`src/rtl/reset_seq_ctrl.sv`:
```
`default_nettype none
// ============================================================================
//  Module   : reset_seq_ctrl
//  Purpose  : Reset supervisor/sequencer. Pulses the PLL reset, filters the
//             synchronised PLL lock, then releases NUM_CH active-low channel
//             resets in ascending order, STAGE_DLY cycles apart. Lock loss
//             or a software request pulls every channel back into reset.
//  Ports    : clk           - single clock domain
//             reset         - asynchronous active-high reset
//             pll_locked    - asynchronous PLL lock input
//             sw_rst_req    - single-cycle software reset request
//             pll_reset     - active-high PLL reset
//             rst_n_out     - active-low channel resets, bit k = channel k
//             all_ready     - high only while every channel runs
//             lock_loss_cnt - saturating count of lock-loss events
//             timeout_err   - sticky lock-timeout flag
//             state_o       - current state encoding
//  Revision : 1.0 - initial release
// ============================================================================
module reset_seq_ctrl #(
   parameter int NUM_CH        = 4,
   parameter int SYNC_STAGES   = 2,
   parameter int LOCK_FILT     = 16,
   parameter int STAGE_DLY     = 64,
   parameter int PLL_RST_PULSE = 16,
   parameter int LOCK_TIMEOUT  = 1048576,
   parameter int CNT_W         = 8
) (
   input  logic              clk,
   input  logic              reset,
   input  logic              pll_locked,
   input  logic              sw_rst_req,
   output logic              pll_reset,
   output logic [NUM_CH-1:0] rst_n_out,
   output logic              all_ready,
   output logic [CNT_W-1:0]  lock_loss_cnt,
   output logic              timeout_err,
   output logic [2:0]        state_o
);

   // One shared timer covers every timed state; size it for the longest.
   localparam int REL_END = NUM_CH * STAGE_DLY;
   localparam int MAX_A   = (LOCK_TIMEOUT > PLL_RST_PULSE) ? LOCK_TIMEOUT : PLL_RST_PULSE;
   localparam int MAX_B   = ((REL_END + 1) > MAX_A) ? (REL_END + 1) : MAX_A;
   localparam int TMR_W   = $clog2(MAX_B + 1);
   localparam int FLT_W   = $clog2(LOCK_FILT + 1);

   localparam logic [TMR_W-1:0] PULSE_LAST   = TMR_W'(PLL_RST_PULSE - 1);
   localparam logic [TMR_W-1:0] TIMEOUT_LAST = TMR_W'(LOCK_TIMEOUT - 1);
   localparam logic [TMR_W-1:0] HOLD_LAST    = TMR_W'(STAGE_DLY - 1);
   localparam logic [TMR_W-1:0] REL_LAST     = TMR_W'(REL_END);
   localparam logic [FLT_W-1:0] FILT_FULL    = FLT_W'(LOCK_FILT);

   typedef enum logic [2:0] {
      S_PLL_RST   = 3'd0,
      S_WAIT_LOCK = 3'd1,
      S_RELEASE   = 3'd2,
      S_RUN       = 3'd3,
      S_SWHOLD    = 3'd4
   } state_t;

   state_t                 state_q;
   logic [TMR_W-1:0]       tmr_q;
   logic                   pll_reset_q;
   logic [NUM_CH-1:0]      rst_n_q;
   logic                   all_ready_q;
   logic [CNT_W-1:0]       loss_cnt_q;
   logic                   timeout_err_q;
   logic [SYNC_STAGES-1:0] sync_q;
   logic [FLT_W-1:0]       filt_q;

   logic                   lock_s;
   logic                   lock_f;
   logic [TMR_W-1:0]       tmr_inc;
   logic [NUM_CH-1:0]      ch_due;

   // ------------------------------------------------------------------------
   // Lock synchroniser and filter. The filter count saturates at LOCK_FILT;
   // lock_f is gated by the live synchronised bit so it drops on the very
   // first synchronised low without waiting for the counter to clear.
   // ------------------------------------------------------------------------
   always_ff @(posedge clk or posedge reset) begin
      if (reset) begin
         sync_q <= '0;
         filt_q <= '0;
      end else begin
         sync_q <= {sync_q[SYNC_STAGES-2:0], pll_locked};
         if (!lock_s) begin
            filt_q <= '0;
         end else if (filt_q != FILT_FULL) begin
            filt_q <= filt_q + 1'b1;
         end
      end
   end

   assign lock_s  = sync_q[SYNC_STAGES-1];
   assign lock_f  = lock_s && (filt_q == FILT_FULL);
   assign tmr_inc = tmr_q + 1'b1;

   // Channel k is due once the timer (as it will read after this edge)
   // reaches (k+1)*STAGE_DLY; bits are OR-ed in so they never drop mid-release.
   for (genvar k = 0; k < NUM_CH; k++) begin : g_ch
      assign ch_due[k] = (tmr_inc >= TMR_W'((k + 1) * STAGE_DLY));
   end

   // ------------------------------------------------------------------------
   // Sequencer
   // ------------------------------------------------------------------------
   always_ff @(posedge clk or posedge reset) begin
      if (reset) begin
         state_q       <= S_PLL_RST;
         tmr_q         <= '0;
         pll_reset_q   <= 1'b1;
         rst_n_q       <= '0;
         all_ready_q   <= 1'b0;
         loss_cnt_q    <= '0;
         timeout_err_q <= 1'b0;
      end else begin
         case (state_q)
            S_PLL_RST: begin
               if (tmr_q == PULSE_LAST) begin
                  state_q     <= S_WAIT_LOCK;
                  tmr_q       <= '0;
                  pll_reset_q <= 1'b0;
               end else begin
                  tmr_q <= tmr_inc;
               end
            end

            S_WAIT_LOCK: begin
               // Lock is tested first so it wins on the timeout cycle.
               if (lock_f) begin
                  state_q <= S_RELEASE;
                  tmr_q   <= '0;
               end else if (tmr_q == TIMEOUT_LAST) begin
                  state_q       <= S_PLL_RST;
                  tmr_q         <= '0;
                  pll_reset_q   <= 1'b1;
                  timeout_err_q <= 1'b1;
               end else begin
                  tmr_q <= tmr_inc;
               end
            end

            S_RELEASE, S_RUN, S_SWHOLD: begin
               if (!lock_f) begin
                  // Lock loss outranks a simultaneous software request.
                  state_q     <= S_PLL_RST;
                  tmr_q       <= '0;
                  pll_reset_q <= 1'b1;
                  rst_n_q     <= '0;
                  all_ready_q <= 1'b0;
                  if (loss_cnt_q != {CNT_W{1'b1}}) begin
                     loss_cnt_q <= loss_cnt_q + 1'b1;
                  end
               end else if (sw_rst_req && (state_q != S_SWHOLD)) begin
                  state_q     <= S_SWHOLD;
                  tmr_q       <= '0;
                  rst_n_q     <= '0;
                  all_ready_q <= 1'b0;
               end else if (state_q == S_RELEASE) begin
                  rst_n_q <= rst_n_q | ch_due;
                  tmr_q   <= tmr_inc;
                  if (tmr_q == REL_LAST) begin
                     state_q     <= S_RUN;
                     all_ready_q <= 1'b1;
                  end
               end else if (state_q == S_SWHOLD) begin
                  if (tmr_q == HOLD_LAST) begin
                     state_q <= S_RELEASE;
                     tmr_q   <= '0;
                  end else begin
                     tmr_q <= tmr_inc;
                  end
               end
            end

            default: begin
               state_q     <= S_PLL_RST;
               tmr_q       <= '0;
               pll_reset_q <= 1'b1;
               rst_n_q     <= '0;
               all_ready_q <= 1'b0;
            end
         endcase
      end
   end

   assign pll_reset     = pll_reset_q;
   assign rst_n_out     = rst_n_q;
   assign all_ready     = all_ready_q;
   assign lock_loss_cnt = loss_cnt_q;
   assign timeout_err   = timeout_err_q;
   assign state_o       = state_q;

endmodule
`default_nettype wire

```
`config.mk`:
```
export PLATFORM = sky130hd
export DESIGN_NAME = reset_seq_ctrl
export DESIGN_NICKNAME = d
export VERILOG_FILES = /design/src/rtl/reset_seq_ctrl.sv
export SDC_FILE = /design/constraint.sdc
export NUM_CORES = 1
export LEC_CHECK = 0
export ABC_AREA = 1
export CAP_MARGIN = 20
export CORE_MARGIN = 2
export CORE_UTILIZATION = 40
export DETAILED_ROUTE_END_ITERATION = 7
export HOLD_SLACK_MARGIN = 0.08
export SLEW_MARGIN = 20
export SYNTH_ARGS = -nofsm -noshare
export SYNTH_HDL_FRONTEND = slang
export SYNTH_SLANG_ARGS = --single-unit
export TNS_END_PERCENT = 30
```
`constraint.sdc`:
```
create_clock -name clk -period 1.86 [get_ports clk]
set_input_delay 0.279 -clock clk [delete_from_list [all_inputs] [get_ports clk]]
set_output_delay 0.279 -clock clk [all_outputs]
set_load 0.01 [all_outputs]
```
==> impl_metrics.env <==
export IMPL_status="finished, violations left"
export IMPL_violations="negative setup slack"
export IMPL_final_area_um2=3930
export IMPL_leakagePower_nw=1.91
export IMPL_dieArea_um2=7820
export IMPL_core_um2=6830
export IMPL_vias=2781
export IMPL_cts_tree="yes"
export IMPL_rows=30
export IMPL_period_share_pct=102
export IMPL_ir_worst_vdd_v=0.000318
export IMPL_ys_seq_area_share_pct=40.4
export IMPL_htreeDepth=2
export IMPL_rsz0062_at_grt="yes"
export IMPL_drtPass1Iterations=4
export IMPL_worstMarginPinSlew_ns=0.480
export IMPL_arrival_ns=2.09
export IMPL_final_common_cell="nand2_1"
export IMPL_clk_latency_ns=0.30
export IMPL_avgSynthCellArea_um2=7.35
export IMPL_fin_ws_ns=-0.0353
export IMPL_gp_congestion=0.930
export IMPL_grt_max_degree=38
export IMPL_multi_input_area_um2=1620
export IMPL_wl_per_cell_um=13.2
export IMPL_maxCapViolations=0
export IMPL_grt_use_total_pct=19.9
export IMPL_nets=482
export IMPL_start_util_pct=41.7
export IMPL_crit_required_ns=2.05
export IMPL_whs_ns=0.208
export IMPL_diodes=0
export IMPL_io_pins=22
export IMPL_clock_sinks=46
export IMPL_yosys_warnings=0
export IMPL_clockBufferDepth=2
export IMPL_cts_clk_slew_worst_paths_ns=0.09
export IMPL_slew_headroom_pct=67.8
export IMPL_synthCells=388
export IMPL_die_h_um=88.4
export IMPL_fin_crit_ns=1.90
export IMPL_place_inst=550
export IMPL_grt_overflow=0
export IMPL_antenna_found_initial=0
export IMPL_start_kind="register"
export IMPL_hold_viol=0
export IMPL_area_growth_pct=37.8
export IMPL_regArea_um2=1160
export IMPL_ant_nets=0
export IMPL_hp_class="in -> async"
export IMPL_reg2regPathDepth=12
export IMPL_instances_no_fill=570
export IMPL_portBuffers=21
export IMPL_synthesis_area_um2=2850
export IMPL_vias_per_cell=4.88
export IMPL_power_density_nw_per_um2=475
export IMPL_critPathCaptureType="register"
export IMPL_synthDistinctLibCells=31
export IMPL_max_freq_mhz=528
export IMPL_drive_gt1_share_pct=27.8
export IMPL_path_max_fanout=6
export IMPL_routed_wl_um=7500
export IMPL_setup_viol=5
export IMPL_final_cell_mix="nand2_1, buf_4, dfrtp_1, nor2_1, nand3_1"
export IMPL_crit_type="reg -> reg"
export IMPL_die_w_um=88.4
export IMPL_syn_num_nets=397
export IMPL_drcViolationCount=0
export IMPL_cts_hold_buf=0
export IMPL_ys_ff_latch=46
export IMPL_numCtsBuffers=5
export IMPL_fill_cells=623
export IMPL_maxSlewViolCount=0
export IMPL_grt_pass1_wl_um=12200
export IMPL_clock_skew_ns=0.00475
export IMPL_grt_pass1_vias=2592
export IMPL_drt_initial_drc_count=211
export IMPL_totalPowerFinal_mw=1.87
export IMPL_dpl_cell_area_um2=3560
export IMPL_hpwl_um=5240
export IMPL_clockRootBuffer="clkbuf_8"
-- synth_stat cells --
cell,instances,share of area [%]
nand2_1,120,16
dfrtp_1,45,39
nor2_1,44,5.8
inv_1,41,5.4
nand3_1,41,7.2
xor2_1,13,4.0
nand4_1,11,2.4
nand3b_1,9,2.4
nor2_2,9,2.0
a21oi_1,5,0.88
ha_1,5,2.2
o21ai_0,5,0.88
xnor2_1,5,1.5
buf_2,4,0.70
inv_2,4,0.53
nand2_2,4,0.88
nor2_4,4,1.6
o21ai_1,4,0.70
buf_6,2,0.79
nor3_1,2,0.35
a31o_2,1,0.31
a31oi_1,1,0.22
buf_4,1,0.26
dfstp_2,1,0.92
mux2_2,1,0.39
nand3_4,1,0.61
nand4_2,1,0.44
nor3_2,1,0.35
nor3_4,1,0.57
o21bai_1,1,0.26
or3_1,1,0.22
-- report_power, final --
group          internal [mW]  switching (mW)
logic                 0.0256          0.0350
clock network          0.439           0.357
registers               1.01         0.00566
-- cell families after synthesis --
logic type	Yosys count	share of synthesized area (%)
simple gates	249	40.5
buf+inv	52	7.68
flops	46	40.4
xor+xnor	18	5.53
compound gates	17	3.25
fa+ha+maj	5	2.19
mux	1	0.395
-- stage by stage --
stage          setup slack [ns]  setup TNS (ns)  utilization, %
2_1_floorplan             0.121               0               -
3_3_place_gp             -0.140           -2.24            52.2
3_5_place_dp            -0.0916           -1.09            52.2
4_1_cts                 -0.0473          -0.234            54.9
5_1_grt                  -0.190           -4.04            57.5
6_report                -0.0353          -0.119            57.5
-- sequential cells by signal (all words and copies together), names as in the netlist --
name,cells
timeout_err,1
lock_loss_cnt,8
all_ready,1
pll_reset,1
filt_q,5
state_o,3
sync_q,2
tmr_q,21
rst_n_out,4
-- worst paths after layout --
check,startpoint,slack [ns],to
min reg2reg,sync_q[0]$_DFF_PP0_,0.36,sync_q[1]$_DFF_PP0_
min in group clk,sync_q[0]$_DFF_PP0_,0.36,sync_q[1]$_DFF_PP0_
min,reset,0.21,sync_q[0]$_DFF_PP0_
max,tmr_q[1]$_DFFE_PP0N_,-0.04,rst_n_out[3]$_DFFE_PP0P_
max reg2reg,tmr_q[1]$_DFFE_PP0N_,-0.04,rst_n_out[3]$_DFFE_PP0P_
max in group asynchronous,reset,1.12,pll_reset$_DFFE_PP1P_
-- critical path: stages, from the launching register on --
cell      delay (ns)
dfrtp_1         0.41
buf_6           0.14
nand2_1         0.08
nor2_4          0.21
nand2_2         0.09
nor2_2          0.16
nand3b_1        0.10
nand2_1         0.10
nand2_1         0.09
nor2_4          0.14
nand3_1         0.10
a21oi_2         0.12
nor2_1          0.05
-- area by class of cell --
type / instances / share of cell area (%)
multi-input cells: 290 / 41.2
flip-flops and latches: 46 / 29.5
repair buffers: 85 / 18.9
inverters: 45 / 4.36
well taps: 96 / 3.06
clock buffers: 7 / 2.20
clock inverters: 1 / 0.764
-- what timing repair did --
item / 4_1_cts / 5_1_grt
setup endpoints to repair: 27 / 33
setup buffers: 4 / 8
gates cloned: 0 / 0
pin swaps: 9 / 16
resized for setup: 12 / 36
-- routing by layer --
metal,share of wire (%),GRT usage [%],vias up
met5,0,0,-
met4,1.6,5.23,0
met3,4.6,3.08,13
met2,49,33.5,71
met1,45,26.8,1300
li1,-,-,1397
Power figures use the tool's default switching activity.
